File: config.mk
export PLATFORM = sky130hd
export DESIGN_NAME = note_draw_controller_flat
export DESIGN_NICKNAME = d
export VERILOG_FILES = /design/src/rtl/theremin_pkg.sv /design/src/rtl/note_draw_controller_if.sv /design/src/rtl/beat_timer.sv /design/src/rtl/note_draw_controller.sv /design/src/flat_wrapper.sv
export SDC_FILE = /design/constraint.sdc
export NUM_CORES = 1
export LEC_CHECK = 0
export ABC_AREA = 0
export ABC_CLOCK_PERIOD_IN_PS = 4740
export BUFFER_PORTS_ARGS = -buffer_cell sky130_fd_sc_hd__buf_4
export CAP_MARGIN = 20
export CORE_AREA = 5 5 103 105
export DETAILED_ROUTE_END_ITERATION = 8
export DIE_AREA = 0 0 108 110
export SLEW_MARGIN = 20
export SYNTH_ARGS = -nofsm -noshare
export SYNTH_HDL_FRONTEND = slang
export SYNTH_SLANG_ARGS = --single-unit
File: constraint.sdc
create_clock -name clock -period 4.74 [get_ports clock]
set_input_delay 0.948 -clock clock [delete_from_list [all_inputs] [get_ports clock]]
set_output_delay 0.948 -clock clock [all_outputs]
set_load 0.1 [all_outputs]
File: src/rtl/theremin_pkg.sv
// rtl/theremin_pkg.sv - shared states and geometry/latency constants for the note highway
package theremin_pkg;

  typedef enum logic [3:0] {
    S_IDLE,
    S_DEF_DRAW,
    S_DEF_DRAIN,
    S_BEAT_WAIT,
    S_SHIFT,
    S_BOX_SETUP,
    S_BOX_DRAW,
    S_BOX_DRAIN,
    S_DONE
  } state_t;

  localparam int GRID_W      = 240;
  localparam int GRID_H      = 180;
  localparam int BOX_SIZE    = 60;
  localparam int NUM_BOXES   = 12;
  localparam int BEAT_CYCLES = 12500000;
  localparam int SONG_STEPS  = 112;
  localparam int DEF_LAT     = 3;
  localparam int BOX_LAT     = 3;

endpackage

File: src/rtl/note_draw_controller_if.sv
// rtl/note_draw_controller_if.sv - strobe/counter bundle between controller and datapath (optional PAUSE_EN adds pause)
interface note_draw_controller_if;
  logic        start;
`ifdef PAUSE_EN
  logic        pause;
`endif
  logic        shiftSong;
  logic        songDone;
  logic        loadDefault;
  logic        writeDefault;
  logic        loadX;
  logic        loadY;
  logic        writeToScreen;
  logic [15:0] gridCounter;
  logic [3:0]  boxCounter;
  logic [14:0] pixelCount;
  logic        plot;
  logic        busy;

  // controller side
  modport master (
    input  start,
`ifdef PAUSE_EN
    input  pause,
`endif
    output shiftSong, songDone, loadDefault, writeDefault, loadX, loadY,
           writeToScreen, gridCounter, boxCounter, pixelCount, plot, busy
  );

  // game FSM / datapath side
  modport slave (
    output start,
`ifdef PAUSE_EN
    output pause,
`endif
    input  shiftSong, songDone, loadDefault, writeDefault, loadX, loadY,
           writeToScreen, gridCounter, boxCounter, pixelCount, plot, busy
  );
endinterface

File: src/rtl/beat_timer.sv
// rtl/beat_timer.sv - beat period counter with enable, clear and terminal-count tick
module beat_timer #(
  parameter int CYCLES = 12500000
) (
  input  logic clock,
  input  logic resetn,
  input  logic enable,
  input  logic clear,
  output logic tick
);
  localparam int W = $clog2(CYCLES);
  localparam logic [W-1:0] LAST = W'(CYCLES - 1);

  logic [W-1:0] count;

  assign tick = enable && (count == LAST);

  // count enabled cycles; restart on clear or after the tick
  always_ff @(posedge clock or negedge resetn) begin
    if (!resetn)             count <= '0;
    else if (clear || tick)  count <= '0;
    else if (enable)         count <= count + 1'b1;
  end
endmodule

File: src/rtl/note_draw_controller.sv
// rtl/note_draw_controller.sv - note-highway draw sequencer (optional PAUSE_EN macro adds beat pause)
module note_draw_controller #(
  parameter int GRID_W      = theremin_pkg::GRID_W,
  parameter int GRID_H      = theremin_pkg::GRID_H,
  parameter int BOX_SIZE    = theremin_pkg::BOX_SIZE,
  parameter int NUM_BOXES   = theremin_pkg::NUM_BOXES,
  parameter int BEAT_CYCLES = theremin_pkg::BEAT_CYCLES,
  parameter int SONG_STEPS  = theremin_pkg::SONG_STEPS,
  parameter int DEF_LAT     = theremin_pkg::DEF_LAT,
  parameter int BOX_LAT     = theremin_pkg::BOX_LAT
) (
  input logic              clock,
  input logic              resetn,
  note_draw_controller_if.master bus
);
  import theremin_pkg::*;

  localparam int STEP_W = $clog2(SONG_STEPS + 1);
  localparam logic [7:0]        GX_LAST   = 8'(GRID_W - 1);
  localparam logic [7:0]        GY_LAST   = 8'(GRID_H - 1);
  localparam logic [7:0]        PX_LAST   = 8'(BOX_SIZE - 1);
  localparam logic [6:0]        PY_LAST   = 7'(BOX_SIZE - 1);
  localparam logic [3:0]        BOX_LAST  = 4'(NUM_BOXES);
  localparam logic [3:0]        DEF_DLAST = 4'(DEF_LAT - 1);
  localparam logic [3:0]        BOX_DLAST = 4'(BOX_LAT - 1);
  localparam logic [STEP_W-1:0] STEP_LAST = STEP_W'(SONG_STEPS);

  state_t              state, state_next;
  logic [7:0]          gx, gy, px;
  logic [6:0]          py;
  logic [3:0]          box;
  logic [3:0]          drain_cnt;
  logic [STEP_W-1:0]   step;
  logic [DEF_LAT-1:0]  def_pipe;
  logic [BOX_LAT-1:0]  box_pipe;
  logic                beat_run, beat_tick;
  logic                grid_last, pix_last, box_last, drain_done, song_last;

  assign grid_last  = (gx == GX_LAST) && (gy == GY_LAST);
  assign pix_last   = (px == PX_LAST) && (py == PY_LAST);
  assign box_last   = (box == BOX_LAST);
  assign drain_done = (drain_cnt == ((state == S_DEF_DRAIN) ? DEF_DLAST : BOX_DLAST));
  assign song_last  = ((step + 1'b1) == STEP_LAST);

`ifdef PAUSE_EN
  logic pause_pending;

  // remember pause requests seen mid-frame so they only take effect once the frame is finished
  always_ff @(posedge clock or negedge resetn) begin
    if (!resetn)                   pause_pending <= 1'b0;
    else if (state == S_BEAT_WAIT) pause_pending <= 1'b0;
    else if (bus.pause)            pause_pending <= 1'b1;
  end

  assign beat_run = (state == S_BEAT_WAIT) && !bus.pause && !pause_pending;
`else
  assign beat_run = (state == S_BEAT_WAIT);
`endif

  beat_timer #(.CYCLES(BEAT_CYCLES)) u_beat (
    .clock  (clock),
    .resetn (resetn),
    .enable (beat_run),
    .clear  (state != S_BEAT_WAIT),
    .tick   (beat_tick)
  );

  // state register
  always_ff @(posedge clock or negedge resetn) begin
    if (!resetn) state <= S_IDLE;
    else         state <= state_next;
  end

  // next-state decode
  always_comb begin
    state_next = state;
    case (state)
      S_IDLE:      if (bus.start)  state_next = S_DEF_DRAW;
      S_DEF_DRAW:  if (grid_last)  state_next = S_DEF_DRAIN;
      S_DEF_DRAIN: if (drain_done) state_next = S_BEAT_WAIT;
      S_BEAT_WAIT: if (beat_tick)  state_next = S_SHIFT;
      S_SHIFT:                     state_next = S_BOX_SETUP;
      S_BOX_SETUP:                 state_next = S_BOX_DRAW;
      S_BOX_DRAW:  if (pix_last)   state_next = box_last ? S_BOX_DRAIN : S_BOX_SETUP;
      S_BOX_DRAIN: if (drain_done) state_next = song_last ? S_DONE : S_BEAT_WAIT;
      S_DONE:                      state_next = S_IDLE;
      default:                     state_next = S_IDLE;
    endcase
  end

  // strobe decode; writeToScreen spans setup so late box plots stay on the box path
  always_comb begin
    bus.shiftSong     = (state == S_SHIFT);
    bus.songDone      = (state == S_DONE);
    bus.loadDefault   = (state == S_DEF_DRAW);
    bus.writeDefault  = (state == S_DEF_DRAW) || (state == S_DEF_DRAIN);
    bus.loadX         = (state == S_BOX_DRAW);
    bus.loadY         = (state == S_BOX_DRAW);
    bus.writeToScreen = (state == S_BOX_SETUP) || (state == S_BOX_DRAW) || (state == S_BOX_DRAIN);
    bus.busy          = (state != S_IDLE);
  end

  assign bus.gridCounter = {gx, gy};
  assign bus.pixelCount  = {px, py};
  assign bus.boxCounter  = box;
  assign bus.plot        = def_pipe[DEF_LAT-1] | box_pipe[BOX_LAT-1];

  // background scan, y fastest, holds at the last pixel through the drain
  always_ff @(posedge clock or negedge resetn) begin
    if (!resetn) begin
      gx <= '0;
      gy <= '0;
    end else if (state == S_IDLE) begin
      gx <= '0;
      gy <= '0;
    end else if ((state == S_DEF_DRAW) && !grid_last) begin
      if (gy == GY_LAST) begin
        gy <= '0;
        gx <= gx + 8'd1;
      end else begin
        gy <= gy + 8'd1;
      end
    end
  end

  // box number and in-box pixel scan
  always_ff @(posedge clock or negedge resetn) begin
    if (!resetn) begin
      box <= '0;
      px  <= '0;
      py  <= '0;
    end else begin
      case (state)
        S_SHIFT: begin
          box <= 4'd1;
          px  <= '0;
          py  <= '0;
        end
        S_BOX_SETUP: ;
        S_BOX_DRAW: begin
          if (pix_last) begin
            px <= '0;
            py <= '0;
            if (!box_last) box <= box + 4'd1;
          end else if (py == PY_LAST) begin
            py <= '0;
            px <= px + 8'd1;
          end else begin
            py <= py + 7'd1;
          end
        end
        S_BOX_DRAIN: if (drain_done) box <= '0;
        default: begin
          box <= '0;
          px  <= '0;
          py  <= '0;
        end
      endcase
    end
  end

  // drain length counter shared by both drain states
  always_ff @(posedge clock or negedge resetn) begin
    if (!resetn)
      drain_cnt <= '0;
    else if (((state == S_DEF_DRAIN) || (state == S_BOX_DRAIN)) && !drain_done)
      drain_cnt <= drain_cnt + 4'd1;
    else
      drain_cnt <= '0;
  end

  // completed redraws in this song
  always_ff @(posedge clock or negedge resetn) begin
    if (!resetn)                                  step <= '0;
    else if (state == S_DONE)                     step <= '0;
    else if ((state == S_BOX_DRAIN) && drain_done) step <= step + 1'b1;
  end

  // per-path valid pipes aligning plot with datapath output
  always_ff @(posedge clock or negedge resetn) begin
    if (!resetn) begin
      def_pipe <= '0;
      box_pipe <= '0;
    end else begin
      def_pipe <= (def_pipe << 1) | DEF_LAT'(state == S_DEF_DRAW);
      box_pipe <= (box_pipe << 1) | BOX_LAT'(state == S_BOX_DRAW);
    end
  end
endmodule

File: src/flat_wrapper.sv
// flat-port wrapper written by rule: the top's interface ports become plain ports
module note_draw_controller_flat import theremin_pkg::*;
#(
  parameter int GRID_W      = theremin_pkg::GRID_W,
  parameter int GRID_H      = theremin_pkg::GRID_H,
  parameter int BOX_SIZE    = theremin_pkg::BOX_SIZE,
  parameter int NUM_BOXES   = theremin_pkg::NUM_BOXES,
  parameter int BEAT_CYCLES = theremin_pkg::BEAT_CYCLES,
  parameter int SONG_STEPS  = theremin_pkg::SONG_STEPS,
  parameter int DEF_LAT     = theremin_pkg::DEF_LAT,
  parameter int BOX_LAT     = theremin_pkg::BOX_LAT
)
  (clock, resetn, bus_start, bus_shiftSong, bus_songDone, bus_loadDefault, bus_writeDefault, bus_loadX, bus_loadY, bus_writeToScreen, bus_gridCounter, bus_boxCounter, bus_pixelCount, bus_plot, bus_busy);
  note_draw_controller_if bus_i ();
  input logic clock;
  input logic resetn;
  input wire logic [$bits(bus_i.start)-1:0] bus_start;
  output wire logic [$bits(bus_i.shiftSong)-1:0] bus_shiftSong;
  output wire logic [$bits(bus_i.songDone)-1:0] bus_songDone;
  output wire logic [$bits(bus_i.loadDefault)-1:0] bus_loadDefault;
  output wire logic [$bits(bus_i.writeDefault)-1:0] bus_writeDefault;
  output wire logic [$bits(bus_i.loadX)-1:0] bus_loadX;
  output wire logic [$bits(bus_i.loadY)-1:0] bus_loadY;
  output wire logic [$bits(bus_i.writeToScreen)-1:0] bus_writeToScreen;
  output wire logic [$bits(bus_i.gridCounter)-1:0] bus_gridCounter;
  output wire logic [$bits(bus_i.boxCounter)-1:0] bus_boxCounter;
  output wire logic [$bits(bus_i.pixelCount)-1:0] bus_pixelCount;
  output wire logic [$bits(bus_i.plot)-1:0] bus_plot;
  output wire logic [$bits(bus_i.busy)-1:0] bus_busy;
  assign bus_i.start = bus_start;
  assign bus_shiftSong = bus_i.shiftSong;
  assign bus_songDone = bus_i.songDone;
  assign bus_loadDefault = bus_i.loadDefault;
  assign bus_writeDefault = bus_i.writeDefault;
  assign bus_loadX = bus_i.loadX;
  assign bus_loadY = bus_i.loadY;
  assign bus_writeToScreen = bus_i.writeToScreen;
  assign bus_gridCounter = bus_i.gridCounter;
  assign bus_boxCounter = bus_i.boxCounter;
  assign bus_pixelCount = bus_i.pixelCount;
  assign bus_plot = bus_i.plot;
  assign bus_busy = bus_i.busy;
  note_draw_controller #(.GRID_W(GRID_W), .GRID_H(GRID_H), .BOX_SIZE(BOX_SIZE), .NUM_BOXES(NUM_BOXES), .BEAT_CYCLES(BEAT_CYCLES), .SONG_STEPS(SONG_STEPS), .DEF_LAT(DEF_LAT), .BOX_LAT(BOX_LAT)) u_core (.clock(clock), .resetn(resetn), .bus(bus_i));
endmodule
* After elaboration in Yosys (flattened, before gate mapping)
Cells that the tools add are included.
Cells by class: add/subtract/negate cells 8, equal/unequal tests 25, mux-type cells 30, bitwise logic cells 5, reductions and logical operators 24
Operators by type and width (number):
- two-way mux 8 bit | 8
- two-way mux 24 bit | 2
- two-way mux 4 bit | 11
- one-hot mux 4 bit (8 select lines) | 1
- two-way mux 7 bit | 4
- adder 24 x 1 -> 24 bit (second input constant) | 1
- adder 8 x 1 -> 8 bit (second input constant) | 3
- == test 24 bit (second input constant) | 1
- == test 4 x 3 -> 1 bit (second input constant) | 4
- == test 8 bit (second input constant) | 2
- one-hot mux 4 bit (4 select lines) | 1
- one-hot mux 8 bit (2 select lines) | 1
- adder 7 x 1 -> 7 bit (second input constant) | 2
- one-hot mux 7 bit (2 select lines) | 1
- == test 4 x 2 -> 1 bit (second input constant) | 3
- inequality test 2 x 1 -> 1 bit (second input constant) | 5
- adder 4 x 1 -> 4 bit (second input constant) | 2
- == test 4 bit (second input constant) | 2
- == test 8 x 6 -> 1 bit (second input constant) | 1
- nonzero test 2 bit | 4
- == test 7 x 6 -> 1 bit (second input constant) | 1
- == test 7 bit (second input constant) | 1
- logical AND 1 bit | 6
- bitwise OR 3 x 1 -> 3 bit | 2
- other kinds (15) | 23
Storage, ports and cells: bits in registers 80, input bits 3, output and inout bits 44, logic and storage cells 103

* Logic depth before layout (Yosys ltp)
Gate-level depths: netlist of the first run.
word-level depth 6, depth in mapped cells 10, gate-level depth less buffers 7

* Hierarchy
A second synthesis of the first run with hierarchy kept.
Second synthesis, totals: cell total of the unflattened synthesis 463, area, all modules 4431.8 sq um
By module, submodules not included:
- note_draw_controller | instances 1, cells an instance 322, area each 3029.2 sq um, seq. area each 1401.3 sq um
- beat_timer | instances 1, cells an instance 141, area each 1402.6 sq um, seq. area each 600.6 sq um

* Worst setup path after synthesis of the first run
Ideal clock, no wire load.
path type reg2out, start reg u_core.state[0], end out bus_shiftSong, data arrival time 2.728 ns, required time 3.792 ns, path slack 1.064 ns, stages on the path, launching flop included 3, buffers on the path 1, cell sequence dfrtp_1 -> clkbuf_1 -> nor3_1
On the way: longest elaborated chain between the ends 1
Ends and longest elaborated chain:
- start, declared | line note_draw_controller.sv:28 | state_t state, state_next;
- start signal, assigned | line note_draw_controller.sv:71 | else state <= state_next;
- == test 4 x 3 -> 1 bit | line note_draw_controller.sv:93 | bus.shiftSong = (state == S_SHIFT);
- end, declared | line flat_wrapper.sv:18 | output wire logic [$bits(bus_i.shiftSong)-1:0] bus_shiftSong;
Every way passes these cells.

* Final worst setup path of the first run
start reg u_core.state[3], end out bus_busy
On the way: longest elaborated chain between the ends 1
Ends and longest elaborated chain:
- nonzero test 4 bit | line note_draw_controller.sv:100 | bus.busy = (state != S_IDLE);
- end, declared | line flat_wrapper.sv:29 | output wire logic [$bits(bus_i.busy)-1:0] bus_busy;
Every way passes these cells.

==> results of run 1 <==
-- stage by stage --
stage	instance area, µm²	utilization	std cells
finish	4790	0.501	625
global route	4790	0.501	625
CTS	4780	0.501	625
detailed placement	4570	0.478	609
global placement	4560	0.477	609
floorplan	4100	-	445
-- power groups by stage --
stage	Clock (mW)	Combinational [mW]	Sequential [mW]
after global routing	0.604	0.0179	0.682
final	0.560	0.0143	0.682
after CTS	0.577	0.0156	0.682
after detailed placement	0	0.0156	0.695
after floorplan	0	0.00000903	0.696
after global placement	0	0.0156	0.695
-- cells in the final DEF (no fill, tap or decap), types with 5 or more instances in the layout --
cell and instances:
xnor2_1 16, nor2_1 51, or4_1 5, nand4_1 9, o21a_1 5, clkbuf_8 9, xor2_1 14, o21ai_0 39
nand2_1 38, inv_1 18, ha_1 10, or2_2 5, dfrtp_1 80, a21oi_1 19, nand3_1 32, or3_1 13
nor4_1 9, nor3_1 6, nand2b_1 5, buf_4 46, o31ai_1 9
-- sequential cells by signal (all words and copies together) (netlist names) --
register               flops
u_core.gx                  8
u_core.state               4
u_core.drain_cnt           4
u_core.box_pipe            3
u_core.step                7
u_core.bus.boxCounter      4
u_core.gy                  8
u_core.u_beat.count       24
u_core.px                  8
u_core.py                  7
u_core.def_pipe            3
-- worst paths after layout --
| path | endpoint | slack, ps | cells past startpoint |
|---|---|---|---|
| hold / removal | u_core.def_pipe[1]$_DFF_PN0_ | 350 | 0 |
| max in group asynchronous | u_core.drain_cnt[1]$_DFF_PN0_ | 3620 | 1 |
| setup / recovery | bus_busy | 1450 | 4 |
| setup reg to reg | u_core.px[5]$_DFFE_PN0P_ | 2260 | 6 |
| hold reg to reg | u_core.def_pipe[1]$_DFF_PN0_ | 350 | 0 |
| min in group asynchronous | u_core.drain_cnt[2]$_DFF_PN0_ | 620 | 1 |
-- routing by layer --
| metal | vias up | track usage | wire length [µm] | share of wire |
|---|---|---|---|---|
| li1 | 1661 | - | - | - |
| met1 | 1581 | 0.217 | 4180 | 0.48 |
| met2 | 71 | 0.244 | 3920 | 0.45 |
| met3 | 12 | 0.0338 | 423 | 0.049 |
| met4 | 0 | 0.0622 | 140 | 0.016 |
| met5 | - | 0 | 0 | 0 |
-- cell families after synthesis --
kind of cell / after synthesis / share of synthesized area
muxes: 4 / 0.0104
adders and majority gates: 10 / 0.0305
DFF: 80 / 0.488
AOI/OAI and AO/OA: 87 / 0.125
buffers and inverters: 35 / 0.0342
xor gates and xnor gates: 30 / 0.0640
and+or+nand+nor: 199 / 0.248
-- final cells by class --
cell class,instances,area [µm²],share of cell area
Inverter,19,71.3,0.0149
Clock buffer,9,124,0.0259
Timing Repair Buffer,47,357,0.0745
Multi-Input combinational cell,330,1970,0.412
Tap cell,133,166,0.0348
Clock inverter,7,95.1,0.0199
Sequential cell,80,2000,0.418
==> reports/results.md, run 1 <==
| Group | Metric | Reported |
|---|---|---|
| run status | Result of the run | complete, no violations |
| global routing | Via count of the first global-routing pass | 3176 |
| yosys | Most frequent cell after synthesis | dfrtp_1 |
| drt | Total number of vias | 3325 |
| drt | Detailed-router iteration count before antenna repair | 6 |
| yosys | Total of warnings raised by yosys | 0 |
| pwr | Leakage component of the power | 2.06 nW |
| yosys | Netlist Area Pre-Place | 0.00410 mm² |
| clock tree | Clock buffers created by TritonCTS | 9 |
| clock tree | Maximum clock insertion buffer count | 2 |
| timing | Max transition margin | 0.472 |
| clock tree | Total clock sinks | 80 |
| pwr | Power share of the combinational group | 0.011 |
| global routing | Global-route wire length before repair | 15000 µm |
| clock tree | Clock transition at the registers of the reported paths | 90 ps |
| timing | Setup repair after global routing missed its margin | false |
| pwr | Power per Cell Area | 262 mW/mm² |
| critical path | Worst path max stage delay | 620 ps |
| pwr | Switching power | 0.275 mW |
| pwr | Internal power | 0.981 mW |
| yosys | Post-Synthesis Cells | 445 |
| final layout | Signed area change from the synthesized netlist to the final layout | 16.7% |
| yosys | Yosys reg bits | 80 |
| clock tree | Post-CTS Setup Repair Bufs | 0 |
| yosys | Top-area cell type share of the netlist area | 0.488 |
| floorplan | Number of ports placed on the die boundary | 47 |
| floorplan | Die area | 0.0119 mm² |
| drt | Average via count per standard cell | 5.32 |
| drt | Routed length per placed instance | 13.9 µm |
| worst hold path | Worst min path class | register to register |
| timing | F_max | 304 MHz |
| critical path | Launching element of the worst setup path | u_core.state[3]$_DFFE_PN0P_ |
| yosys | Number of enable flip-flop cells after synthesis | 0 |
| clock tree | Number of H-tree levels | 3 |
| clock tree | Cells resized by post-CTS repair | 0 |
| floorplan | Initial standard-cell utilization of the core | 0.430 |
| yosys | Top cell types by occurrence after synthesis | dfrtp_1, nor2_1, o21ai_0 |
| critical path | Data required, critical path | 3790 ps |
| clock tree | Master cell of the clock root buffer | clkbuf_8 |
| pwr | Switching share of power | 0.219 |
| final layout | # nets final | 500 |
| timing | Clock period minus worst slack | 3290 ps |
| critical path | CP Buf/Inv Count | 2 |
| global routing | Remaining global-route overflow | 0 |
| timing | Fin Setup TNS | 0 ps |
| final layout | Count of antenna diodes in the layout | 0 |
| clock tree | CTS tree | done |
| critical path | Worst Path Arrival | 2350 ps |
| worst hold path | Hold Path Origin | u_core.def_pipe[0]$_DFF_PN0_ |
| yosys | Avg Cell Area, Syn | 9.22 µm² |
| critical path | Endpoint class of the critical path | output pin |
| final layout | Number of fill cells in the layout | 935 |
| pwr | Final total power | 1.26 mW |
| timing | Post-route worst setup slack | 1450 ps |
| global routing | Antenna violations before repair | 0 |
| critical path | Worst path slowest cell | nor3_1 |
| clock tree | Latest clock arrival within the worst-skew pair | 350 ps |
| floorplan | Row count | 36 |
| yosys | Distinct cell type count of the synthesized netlist | 45 |
| pwr | Proportion of power drawn by the clock network | 0.446 |
| timing | Minimum hold slack | 353 ps |
| timing | Setup Skew | 9.24 ps |
| timing | Count of final max-slew check failures | 0 |
| yosys | Post-Syn Nets | 458 |
| timing | Final worst-path cycle share | 0.695 |
| yosys | Asr flop ratio synth | 1.00 |
| final layout | Proportion of layout cells with a drive suffix above 1 | 0.154 |
| critical path | Kind of launch point of the worst setup path | register |
| yosys | Most common flop cell mapped by yosys | dfrtp_1 |
| critical path | CP Max Fanout | 11 |
| flow run | Number of max-capacitance violations reported | 0 |
| pwr | IR drop worst, VDD | 0.113 mV |
| floorplan | Floorplan core area | 0.00955 mm² |
| drt | Remaining number of nets flagged by the antenna check after routing | 0 |
| drt | Drc violations | 0 |
| yosys | Sequential-to-total area share from yosys stat | 0.488 |
| timing | Worst-Margin Slew | 786 ps |
| yosys | Main area contributors after synthesis | dfrtp_1, o21ai_0, nor2_1 |
| drt | Post-Route WL | 8670 µm |
| global routing | Maximum number of pins on one net before global-route repair | 81 |
| critical path | Cell chain of the critical path | or2_2, nor3_1, inv_1, buf_4 |
| drt | Number of DRC violations after detailed-routing iteration 0 | 189 |
| placement | Total of buffers placed on input and output ports | 46 |
| critical path | Cell class contributing the biggest share of worst-path delay | simple AND/OR/NAND/NOR gates |
| floorplan | Y dimension of the die | 110 µm |
| clock tree | Hold buffer count at cts | 0 |
| timing | Setup-failing EPs final | 0 |
| placement | Final HPWL DP | 6090 µm |
| critical path | CP Class | register to output pin |
| timing | Final Hold Vio Count | 0 |
| placement | Final weighted congestion in routability-driven placement | 0.831 |
| critical path | Startpoint of the worst-slack reg-to-reg timing path | u_core.py[0]$_DFFE_PN0P_ |
| pwr | Sequential cell fraction of total power | 0.543 |
| placement | Pre-CTS WS | 1800 ps |
| global routing | All-layer global routing usage | 0.157 |
| floorplan | Floorplan die width | 108 µm |
| yosys | Cell taking the most area after synthesis | dfrtp_1 |
Note: power is estimated with default switching activity, not from simulation.
==> inputs of run 2 (changes only) <==
--- a/config.mk
+++ b/config.mk
@@ -5,13 +5,13 @@
 export SDC_FILE = /design/constraint.sdc
 export NUM_CORES = 1
 export LEC_CHECK = 0
-export ABC_AREA = 0
-export ABC_CLOCK_PERIOD_IN_PS = 4740
+export ABC_AREA = 1
+export ABC_CLOCK_PERIOD_IN_PS = 3000
 export BUFFER_PORTS_ARGS = -buffer_cell sky130_fd_sc_hd__buf_4
 export CAP_MARGIN = 20
-export CORE_AREA = 5 5 103 105
+export CORE_AREA = 5 5 107 109
 export DETAILED_ROUTE_END_ITERATION = 8
-export DIE_AREA = 0 0 108 110
+export DIE_AREA = 0 0 112 114
 export SLEW_MARGIN = 20
 export SYNTH_ARGS = -nofsm -noshare
 export SYNTH_HDL_FRONTEND = slang
==> constraint.sdc (replaced) <==
create_clock -name clock -period 3 [get_ports clock]
set_input_delay 0.6 -clock clock [delete_from_list [all_inputs] [get_ports clock]]
set_output_delay 0.6 -clock clock [all_outputs]
set_load 0.1 [all_outputs]
==> reports/results.md, run 2 <==
| Group | Metric | Reported | Delta |
|---|---|---|---|
| pwr | Power per Cell Area | 383 mW/mm² | +46% |
| final layout | Most frequent cells in the layout | nand2_1, nor2_1, dfrtp_1, inv_1, buf_4 |  |
| final layout | Non-filler instance count after layout | 752 | +20% |
| timing | Final worst-path cycle share | 0.795 |  |
| placement | Final HPWL DP | 7010 µm | +15% |
| worst hold path | Worst min path class | input pin to asynchronous set/reset pin |  |
| floorplan | Number of ports placed on the die boundary | 47 | unchanged |
| critical path | Cell chain of the critical path | nor2_1, inv_2, nor3_4, nor2_1, inv_1, buf_4 |  |
| yosys | Distinct cell type count of the synthesized netlist | 40 | -11% |
| drt | Total number of vias | 3734 | +12% |
| critical path | CP Max Fanout | 6 | -5 |
| final layout | Proportion of layout cells with a drive suffix above 1 | 0.173 | +0.0187 |
| yosys | Avg Cell Area, Syn | 7.99 µm² | -13% |
| pwr | Final total power | 1.97 mW | +56% |
| critical path | Endpoint class of the critical path | output pin |  |
| clock tree | Number of H-tree levels | 3 | unchanged |
| clock tree | Clock buffers created by TritonCTS | 9 | unchanged |
| floorplan | Die area | 0.0128 mm² | +7.5% |
| critical path | Worst path max stage delay | 420 ps | -200 ps |
| floorplan | Floorplan die width | 112 µm | +3.7% |
| global routing | Via count of the first global-routing pass | 3613 | +14% |
| critical path | Data required, critical path | 2400 ps | -1390 ps |
| timing | Setup-failing EPs final | 0 | unchanged |
| timing | Clock period minus worst slack | 2380 ps |  |
| floorplan | Initial standard-cell utilization of the core | 0.423 | -0.00620 |
| pwr | IR drop worst, VDD | 0.175 mV | +56% |
| final layout | Register containing the most flip-flops in the final layout | u_core.u_beat.count |  |
| timing | Setup repair after global routing missed its margin | false |  |
| clock tree | Post-CTS Setup Repair Bufs | 0 | unchanged |
| yosys | Number of enable flip-flop cells after synthesis | 0 | unchanged |
| yosys | Main area contributors after synthesis | dfrtp_1, nand2_1, nor2_1 |  |
| placement | Final weighted congestion in routability-driven placement | 0.890 | +7.1% |
| yosys | Yosys reg bits | 80 | unchanged |
| yosys | Cell taking the most area after synthesis | dfrtp_1 |  |
| yosys | Asr flop ratio synth | 1.00 | unchanged |
| clock tree | CTS tree | done |  |
| drt | Routed length per placed instance | 12.8 µm | -7.6% |
| yosys | Top cell types by occurrence after synthesis | nand2_1, nor2_1, dfrtp_1 |  |
| timing | F_max | 419 MHz |  |
| timing | Final Hold Vio Count | 0 | unchanged |
| yosys | Post-Synthesis Cells | 557 | +25% |
| floorplan | Floorplan core area | 0.0105 mm² | +10% |
| critical path | CP Buf/Inv Count | 3 | +1 |
| flow run | Number of max-capacitance violations reported | 0 | unchanged |
| timing | Max transition margin | 0.513 | +0.0411 |
| clock tree | Hold buffer count at cts | 0 | unchanged |
| critical path | CP Class | register to output pin |  |
| drt | Drc violations | 0 | unchanged |
| critical path | Most common cell on crit path | nor2_1 |  |
| drt | Average via count per standard cell | 4.97 | -6.7% |
| critical path | Worst Path Arrival | 1780 ps | -570 ps |
| final layout | Signed area change from the synthesized netlist to the final layout | 15.4% |  |
| clock tree | Cells resized by post-CTS repair | 0 | unchanged |
| clock tree | Master cell of the clock root buffer | clkbuf_8 |  |
| drt | Detailed-router iteration count before antenna repair | 4 | -2 |
| final layout | Count of antenna diodes in the layout | 0 | unchanged |
| global routing | Maximum number of pins on one net before global-route repair | 81 | unchanged |
| global routing | Remaining global-route overflow | 0 | unchanged |
| yosys | Sequential-to-total area share from yosys stat | 0.450 | -0.0380 |
| placement | Number of placed instances, taps included | 736 | +21% |
| final layout | Most common cell after layout, fill and taps aside | nand2_1 |  |
| critical path | Worst path slowest cell | dfrtp_1 |  |
| timing | Setup Skew | 17.0 ps | +7.73 ps |
| floorplan | Y dimension of the die | 114 µm | +3.6% |
| yosys | Total of warnings raised by yosys | 0 | unchanged |
| placement | Total of buffers placed on input and output ports | 46 | unchanged |
| yosys | Most common flop cell mapped by yosys | dfrtp_1 |  |
| global routing | Antenna violations before repair | 0 | unchanged |
| timing | Count of final max-slew check failures | 0 | unchanged |
| drt | Number of DRC violations after detailed-routing iteration 0 | 213 | +13% |
| timing | Worst-Margin Slew | 731 ps | -55.7 ps |
| critical path | Cell class contributing the biggest share of worst-path delay | simple AND/OR/NAND/NOR gates |  |
| global routing | Global-route wire length before repair | 16600 µm | +11% |
| clock tree | Total clock sinks | 80 | unchanged |
| drt | Post-Route WL | 9630 µm | +11% |
| floorplan | Row count | 38 | +5.6% |
| final layout | # nets final | 620 | +24% |
| drt | Remaining number of nets flagged by the antenna check after routing | 0 | unchanged |
| yosys | Post-Syn Nets | 570 | +24% |
| run status | Result of the run | complete, no violations |  |
| pwr | Leakage component of the power | 2.46 nW | +20% |
| clock tree | Latest clock arrival within the worst-skew pair | 370 ps | +20 ps |
| yosys | Most frequent cell after synthesis | nand2_1 |  |
| global routing | All-layer global routing usage | 0.159 | +0.00145 |
| critical path | Kind of launch point of the worst setup path | register |  |
| yosys | Netlist Area Pre-Place | 0.00445 mm² | +8.4% |
| final layout | Flip-flop count of the largest register after layout | 24 | unchanged |
| yosys | Top-area cell type share of the netlist area | 0.450 | -0.0380 |
| clock tree | Maximum clock insertion buffer count | 2 | unchanged |
| timing | Fin Setup TNS | 0 ps | unchanged |
| clock tree | Clock transition at the registers of the reported paths | 100 ps | about the same |
-- run 2: cell types whose count changed after synthesis, moves of 13 or more --
cell	previous run	this run
nand2_1	38	121
inv_1	18	57
nor2_1	51	82
o21ai_0	39	11
nor3_1	6	22
or3_1	13	0
-- run 2: kinds of logic after synthesis --
group                    after synthesis  synth area share
buffers and inverters                 72            0.0692
AO/OA/AOI/OAI                         62            0.0846
flip-flops                            80             0.450
XOR/XNOR                              23            0.0453
AND/OR/NAND/NOR                      310             0.323
adder cells (fa/ha/maj)               10            0.0281
-- run 2: routing by layer --
layer / routed length (µm) / global-route usage
met4: 164 / 0.0673
met1: 4510 / 0.206
met5: 0 / 0
met2: 4610 / 0.263
met3: 354 / 0.0286
-- run 2: per-stage QoR --
stage | util | hold WS, ps | instance area, µm² | setup slack, ps
2_1_floorplan | - | 304 | 4450 | 186
3_3_place_gp | 0.468 | 336 | 4920 | 1060
3_5_place_dp | 0.468 | 338 | 4920 | 1020
4_1_cts | 0.488 | 354 | 5130 | 583
5_1_grt | 0.489 | 327 | 5140 | 476
6_report | 0.489 | 244 | 5140 | 615
-- run 2: area by class of cell --
| class | instances | area (µm²) |
|---|---|---|
| Clock buffer | 9 | 124 |
| Clock inverter | 7 | 86.3 |
| Fill cell | 1030 | 5370 |
| Inverter | 64 | 248 |
| Multi-Input combinational cell | 405 | 2140 |
| Sequential cell | 80 | 2000 |
| Tap cell | 140 | 175 |
| Timing Repair Buffer | 47 | 357 |
-- run 2: worst paths after layout --
check,cells past startpoint,startpoint,slack (ps),endpoint
max in group asynchronous,1,resetn,2240,u_core.py[4]$_DFFE_PN0P_
hold / removal,1,resetn,240,u_core.u_beat.count[9]$_DFFE_PN0P_
setup reg to reg,9,u_core.gy[0]$_DFFE_PN0P_,1110,u_core.gx[4]$_DFFE_PN0P_
min in group clock,0,u_core.box_pipe[1]$_DFF_PN0_,350,u_core.box_pipe[2]$_DFF_PN0_
hold reg to reg,0,u_core.box_pipe[1]$_DFF_PN0_,350,u_core.box_pipe[2]$_DFF_PN0_
setup / recovery,6,u_core.state[3]$_DFFE_PN0P_,620,bus_writeDefault
-- run 2: worst register-to-register path, cell delays in order, from the launching register on --
cell     delay, ps
dfrtp_1        460
ha_1           310
nand3_1        150
nor3_4         230
nand2_1        100
nand2_2        100
nand2_4        110
nand2_4        200
nand2_1        100
o21ai_2         60
-- run 2: report_power, final --
part | switching (mW) | internal (mW) | leakage (nW) | total, mW
Clock | 0.462 | 0.404 | 0.104 | 0.866
Sequential | 0 | 1.08 | 1.06 | 1.08
Combinational | 0.0203 | 0.00210 | 1.29 | 0.0224
Total | 0.482 | 1.48 | 2.46 | 1.97
